==> src/rtl/hazard_stall_ctrl.sv <==
// RAW hazard stall / branch flush sequencer for the non-forwarding 5-stage core.
// Optional HAZ_PERF_EN macro adds free-running stall-cycle and flush counters.
module hazard_stall_ctrl #(
  parameter int WRITE_THRU = 1,
  parameter int REG_AW     = 5
) (
  input  logic              i_clk,
  input  logic              i_reset,
  input  logic [REG_AW-1:0] i_rs1_addr_id,
  input  logic [REG_AW-1:0] i_rs2_addr_id,
  input  logic              i_rs1_used_id,
  input  logic              i_rs2_used_id,
  input  logic [REG_AW-1:0] i_rd_addr_ex,
  input  logic [REG_AW-1:0] i_rd_addr_mem,
  input  logic [REG_AW-1:0] i_rd_addr_wb,
  input  logic              i_rd_wren_ex,
  input  logic              i_rd_wren_mem,
  input  logic              i_rd_wren_wb,
  input  logic              i_pc_sel_ex,
  output logic              o_enable_pc,
  output logic              o_enable_ifid,
  output logic              o_flush_ifid,
  output logic              o_flush_idex,
  output logic              o_stall
`ifdef HAZ_PERF_EN
  ,
  output logic [31:0]       o_stall_cycles,
  output logic [31:0]       o_flush_count
`endif
);

  typedef enum logic {RUN, STALL} state_t;

  state_t     state_q, state_d;
  logic [1:0] cnt_q, cnt_d;
  logic       hit_ex, hit_mem, hit_wb;
  logic [1:0] n_req;
  logic       stall_now;

  function automatic logic stage_hit(input logic wren, input logic [REG_AW-1:0] rd,
                                     input logic [REG_AW-1:0] rs1, input logic used1,
                                     input logic [REG_AW-1:0] rs2, input logic used2);
    return wren && (rd != '0) && ((used1 && (rs1 == rd)) || (used2 && (rs2 == rd)));
  endfunction

  // Youngest matching stage dictates how long ID must wait for its operand.
  always_comb begin
    hit_ex  = stage_hit(i_rd_wren_ex, i_rd_addr_ex, i_rs1_addr_id, i_rs1_used_id,
                        i_rs2_addr_id, i_rs2_used_id);
    hit_mem = stage_hit(i_rd_wren_mem, i_rd_addr_mem, i_rs1_addr_id, i_rs1_used_id,
                        i_rs2_addr_id, i_rs2_used_id);
    hit_wb  = stage_hit(i_rd_wren_wb, i_rd_addr_wb, i_rs1_addr_id, i_rs1_used_id,
                        i_rs2_addr_id, i_rs2_used_id);
    n_req = 2'd0;
    if (hit_ex)
      n_req = (WRITE_THRU != 0) ? 2'd2 : 2'd3;
    else if (hit_mem)
      n_req = (WRITE_THRU != 0) ? 2'd1 : 2'd2;
    else if (hit_wb)
      n_req = (WRITE_THRU != 0) ? 2'd0 : 2'd1;
  end

  always_comb begin
    state_d   = state_q;
    cnt_d     = cnt_q;
    stall_now = 1'b0;
    if (i_pc_sel_ex) begin
      state_d = RUN;
      cnt_d   = 2'd0;
    end else begin
      case (state_q)
        RUN: begin
          if (n_req != 2'd0) begin
            stall_now = 1'b1;
            if (n_req > 2'd1) begin
              state_d = STALL;
              cnt_d   = n_req - 2'd1;
            end
          end
        end
        STALL: begin
          // Comparators are ignored here: the stall length was fixed on entry.
          stall_now = 1'b1;
          cnt_d     = cnt_q - 2'd1;
          if (cnt_q == 2'd1)
            state_d = RUN;
        end
        default: begin
          state_d = RUN;
          cnt_d   = 2'd0;
        end
      endcase
    end
  end

  always_ff @(posedge i_clk or negedge i_reset) begin
    if (!i_reset) begin
      state_q <= RUN;
      cnt_q   <= 2'd0;
    end else begin
      state_q <= state_d;
      cnt_q   <= cnt_d;
    end
  end

  // Reset beats redirect, and redirect beats stall, since it kills the ID instruction.
  always_comb begin
    o_enable_pc   = 1'b1;
    o_enable_ifid = 1'b1;
    o_flush_ifid  = 1'b0;
    o_flush_idex  = 1'b0;
    o_stall       = 1'b0;
    if (!i_reset) begin
      o_enable_pc   = 1'b0;
      o_enable_ifid = 1'b0;
      o_flush_ifid  = 1'b1;
      o_flush_idex  = 1'b1;
    end else if (i_pc_sel_ex) begin
      o_flush_ifid = 1'b1;
      o_flush_idex = 1'b1;
    end else if (stall_now) begin
      o_enable_pc   = 1'b0;
      o_enable_ifid = 1'b0;
      o_flush_idex  = 1'b1;
      o_stall       = 1'b1;
    end
  end

`ifdef HAZ_PERF_EN
  logic [31:0] stall_cycles_q, stall_cycles_d;
  logic [31:0] flush_count_q, flush_count_d;

  always_comb begin
    stall_cycles_d = stall_cycles_q + {31'd0, o_stall};
    flush_count_d  = flush_count_q + {31'd0, i_pc_sel_ex};
  end

  always_ff @(posedge i_clk or negedge i_reset) begin
    if (!i_reset) begin
      stall_cycles_q <= 32'd0;
      flush_count_q  <= 32'd0;
    end else begin
      stall_cycles_q <= stall_cycles_d;
      flush_count_q  <= flush_count_d;
    end
  end

  assign o_stall_cycles = stall_cycles_q;
  assign o_flush_count  = flush_count_q;
`endif

endmodule

==> config.mk <==
export PLATFORM = sky130hd
export DESIGN_NAME = hazard_stall_ctrl
export DESIGN_NICKNAME = d
export VERILOG_FILES = /design/src/rtl/hazard_stall_ctrl.sv
export SDC_FILE = /design/constraint.sdc
export NUM_CORES = 1
export LEC_CHECK = 0
export ABC_AREA = 0
export CORE_MARGIN = 4
export CORE_UTILIZATION = 31
export DETAILED_ROUTE_END_ITERATION = 8
export PLACE_DENSITY = 0.78
export SETUP_SLACK_MARGIN = 0.02
export SLEW_MARGIN = 20
export SYNTH_ARGS = -nofsm -noshare
export SYNTH_HDL_FRONTEND = slang
export SYNTH_SLANG_ARGS = --single-unit
export TNS_END_PERCENT = 5
==> constraint.sdc <==
create_clock -name i_clk -period 2 [get_ports i_clk]
set_input_delay 0.3 -clock i_clk [delete_from_list [all_inputs] [get_ports i_clk]]
set_output_delay 0.3 -clock i_clk [all_outputs]
set_load 0.01 [all_outputs]
After elaboration in Yosys (flattened, before gate mapping)

Cells that the tools add are included.

Add/subtract/negate cells: 2
Magnitude comparators: 1
Equal/unequal tests: 7
Mux-type cells: 24
Bitwise operators: 1
Reductions and logical operators: 14

Operators with widths:

| operator                                                                        | count |
|---|---|
| 5-bit equality test                                                             | 4 |
| 1-bit two-way mux                                                               | 17 |
| 5-bit nonzero test                                                              | 2 |
| 1-bit logical AND                                                               | 8 |
| 2-bit two-way mux                                                               | 4 |
| 3-bit != test, second input constant                                            | 2 |
| 1-bit case mux with 2 select lines                                              | 2 |
| 2-bit case mux with 2 select lines                                              | 1 |
| 2-bit by 1-bit subtractor with 2-bit output, second input constant              | 2 |
| 2-bit by 1-bit equality test with 1-bit output, second input constant           | 1 |
| 2-bit by 1-bit greater-than comparator with 1-bit output, second input constant | 1 |
| 1-bit logical OR                                                                | 2 |
| 2-bit AND reduction                                                             | 1 |
| 2-bit nonzero test                                                              | 1 |
| 1-bit NOT                                                                       | 1 |

Register bits: 3
Output and inout bits: 5
Logic and storage cells: 51

Logic depth before layout (Yosys ltp)

Gate-level depths: netlist of run 1.

Depth after elaboration: 13
Gate-level depth with buffers: 7
Gate-level depth less buffers: 6

Worst setup path before layout of run 1

No wires, ideal clock.

Path kind: in2out
Start: in i_rd_addr_ex[1]
End: out o_enable_pc
Arrival: 1.518 ns
Setup slack: 0.182 ns
Stages on the path: 6
Cell sequence: or4_4 o21ai_2 a21oi_2 nor3_2 o21a_1 buf_4

Longest elaborated chain between the ends: 12
Elaborated cells between the ends (all ways): 16
Those cells by class: eq/ne (2); mux (7); reduce/logical (7)

RTL lines:

| what                                 | RTL line | text |
|---|---|---|
| start, declared                      | 13       | `input logic [REG_AW-1:0] i_rd_addr_ex,` |
| 5-bit equality test                  | 43       | `return wren && (rd != '0) && ((used1 && (rs1 == rd)) \|\| (used2 && (rs2 == rd)));` |
| 1-bit logical AND                    | 43       |  |
| 1-bit logical OR                     | 43       |  |
| 1-bit logical AND *                  | 43       |  |
| 2-bit two-way mux *                  | 55       | `if (hit_ex)` |
| 2-bit nonzero test *                 | 73       | `if (n_req != 2'd0) begin` |
| 1-bit two-way mux *                  | 73       |  |
| 1-bit case mux with 2 select lines * | 71       | `case (state_q)` |
| 1-bit two-way mux *                  | 67       | `if (i_pc_sel_ex) begin` |
| 1-bit two-way mux * (3 in series)    | --       |  |
| end, declared                        | 20       | `output logic o_enable_pc,` |

Every way passes the cells marked *; elsewhere a longest branch is shown, timed or not.

Worst setup path after layout of run 1

Start: in i_rd_addr_ex[3]
End: out o_enable_ifid

Longest elaborated chain between the ends: 12
Elaborated cells between the ends (all ways): 16
Those cells by class: eq/ne (2); mux (7); reduce/logical (7)

RTL lines:

| what                                 | RTL line | text |
|---|---|---|
| 5-bit equality test                  | 43       |  |
| 1-bit logical AND                    | 43       |  |
| 1-bit logical OR                     | 43       |  |
| 1-bit logical AND *                  | 43       |  |
| 2-bit two-way mux *                  | 55       |  |
| 2-bit nonzero test *                 | 73       |  |
| 1-bit two-way mux *                  | 73       |  |
| 1-bit case mux with 2 select lines * | 71       |  |
| 1-bit two-way mux *                  | 67       |  |
| 1-bit two-way mux *                  | 121      | `end else if (stall_now) begin` |
| 1-bit two-way mux *                  | 118      | `end else if (i_pc_sel_ex) begin` |
| 1-bit two-way mux *                  | 113      | `if (!i_reset) begin` |
| end, declared                        | 21       | `output logic o_enable_ifid,` |

Marked as above.

==> results of run 1 <==
[kinds of logic after synthesis]
family	Yosys count
buf+inv	2
xor+xnor	20
simple gates	18
compound gates	8
flops	3
fa+ha+maj	1
[report_power, final]
group	switching (mW)	total, mW	leakage [nW]	internal, mW
clock	0.0377	0.113	0.0150	0.0752
combinational	0.0728	0.167	0.371	0.0937
sequential	0.00162	0.0643	0.0417	0.0627
total	0.112	0.344	0.428	0.232
[worst paths after layout]
kind                                         to                 start  depth (start not counted)
min                        cnt_q[0]$_DFFE_PN0P_               i_reset                          2
min in group i_clk         cnt_q[0]$_DFFE_PN0P_  cnt_q[0]$_DFFE_PN0P_                          1
min reg2reg                cnt_q[0]$_DFFE_PN0P_  cnt_q[0]$_DFFE_PN0P_                          1
max in group asynchronous  cnt_q[1]$_DFFE_PN0P_               i_reset                          2
max reg2reg                cnt_q[1]$_DFFE_PN0P_     state_q$_DFF_PN0_                          2
max                               o_enable_ifid       i_rd_addr_ex[3]                          9
[sequential cells by signal (all words and copies together), names as in the netlist]
register,count
cnt_q,2
state_q,1
[cells in the final DEF (no fill, tap or decap), drive strengths merged, types with 2 or more instances in the layout]
cell,synthesis,routed
a21oi,3,3
buf,1,33
clkbuf,0,7
clkdlybuf4s15,0,7
clkdlybuf4s50,0,7
dfrtp,3,3
nand2b,2,2
nand3,4,4
nor3,2,2
nor4,4,4
o21ai,2,2
or4,2,2
xnor2,4,4
xor2,16,16
[critical path, stage by stage]
cell     delay [ns]
buf_4          0.13
buf_6          0.11
xor2_2         0.13
nor4_2         0.32
nand3_1        0.13
a21oi_2        0.18
nor3_2         0.08
o21a_1         0.18
buf_2          0.14
[cell type report]
class | count | area [µm²]
clock buffers | 4 | 26.3
fillers | 111 | 387
inverters | 1 | 3.75
multi-input cells | 47 | 429
flip-flops and latches | 3 | 75.1
well taps | 15 | 18.8
repair buffers | 51 | 410
[through the flow]
| step | util, % | instance area, µm² | power, mW |
|---|---|---|---|
| final | 71.4 | 963 | 0.344 |
| after global routing | 71.4 | 963 | 0.359 |
| after CTS | 68.8 | 928 | 0.326 |
| after detailed placement | 66.5 | 897 | 0.224 |
| after global placement | 66.5 | 897 | 0.221 |
| after floorplan | - | 455 | 0.115 |
[metal layers]
metal	wire, µm	share of wire [%]
met1	735	40
met2	1030	56
met3	65	3.5
met4	10	0.54
met5	0	0
[repair_timing]
item	CTS	global route
setup buffers	3	1
gates resized for setup	80	18
pin swaps	14	11
setup endpoints to repair	4	4
==> qor.txt, run 1 <==
Commonest cells post-synth - xor2_1, nand3_1, xnor2_1
Post-Synth Simple-Gate Area - 26.6%
die area - 2150 µm²
vias in the first global route - 596
Leak - 0.428 nW
via/cell ratio - 4.88
ANT cells - 0
core area - 1350 µm²
met3 Usage GRT - 2.34%
Setup WS pre-CTS - -0.712 ns
Area growth syn-to-layout - 112%
dpl hpwl - 1.34 mm
post-synthesis sequential area ratio - 16.5%
yosys warns - 0
drt wl/cell - 15.2 µm
syn_area_per_cell - 8.76 µm²
main combinational cell family by area after synthesis - XOR/XNOR gates
Final Hold Vio Count - 0
Netlist Area Pre-Place - 455 µm²
Max Slew Vio Count - 0
post-synthesis compound-gate area fraction - 13.2%
Layout Skew - 0.00507 ns
VDD IR max - 206 µV
worst hold path type - in2async
main area contributors after synthesis - xor2_1, dfrtp_1, xnor2_1, nand3_1, nor4_1
latest clock arrival within the worst-skew pair - 0.24 ns
Pwr Density - 357 nW/µm²
ANT nets after route - 0
Cells after Synth - 52
Pre-Repair DR Iteration Count - 4
Initial Util - 33.7%
Cell Rows - 13
Synth Area in Adders - 2.75%
worst-path fanout max - 3
largest area contributor in the netlist - xor2_1
clock buffer depth - 2
Chip Height - 46.3 µm
gpl congestion - 0.787
share of cells above drive strength 1 - 54.7%
global-route wire length before repair - 2.60 mm
GRT Util Overall - 17.3%
IO Pins - 38
total congestion overflow - 0
Worst EP required - 1.70 ns
CTS H-tree depth - 1
Post-Synth XOR/XNOR Area - 38.5%
Setup crit start kind - primary input
total CTS buffers - 3
Yosys top cell area share - 30.8%
number of flops mapped to enable cells by yosys - 0
Reg2Reg Setup Slack - 1.03 ns
clock root cell - clkbuf_4
hold_buf cts - 0
Final Hold Slack - 0.379 ns
grt peak-use layer - met2
total number of vias - 591
met2 Use GR - 32.1%
ys flop type - dfrtp_1
mux share of post-synthesis cell area - 0%
Finished Layout Cells - 121
Async SR Flop Fraction - 100%
setup slack after layout - -0.0112 ns
failing checks - setup timing
Setup TNS - -0.0193 ns
Tcrit/Tclk final - 101%
Max Cap Viol - 0
kind of critical path - in2out
status - finished with violations
# DRC - 0
RSZ-0062 raised after global routing - true
arrival time of the worst setup path - 1.71 ns
final setup vio count - 2
Final min period - 2.01 ns
most instantiated library cell after synthesis - xor2_1
pin count of the biggest net entering global routing - 7
Slew HR - 82.1%
Worst-path clk slew - 0.04 ns
CTS tree - done
die width - 46.3 µm
fmax - 497 MHz
CTS sink cnt - 3
First DRT Iteration DRCs - 6
placed cells - 113
IO buf count - 31
Setup crit end kind - output pin
Mapped Nets - 86
Yosys cell types - 25
Worst-Margin Slew - 0.267 ns
Synth Register Bits - 3
grt met1 use - 20.0%
Nets - 141
routed wire length - 1.84 mm
initial antenna violation count - 0
Note: power is estimated with default switching activity, not from simulation.
==> run 2: changes to the inputs <==
--- a/config.mk
+++ b/config.mk
@@ -6,6 +6,7 @@
 export NUM_CORES = 1
 export LEC_CHECK = 0
 export ABC_AREA = 0
+export CAP_MARGIN = 10
 export CORE_MARGIN = 4
 export CORE_UTILIZATION = 31
 export DETAILED_ROUTE_END_ITERATION = 8
==> results of run 2 <==
The final DEF is identical to that of run 1; final timing and power are the same.
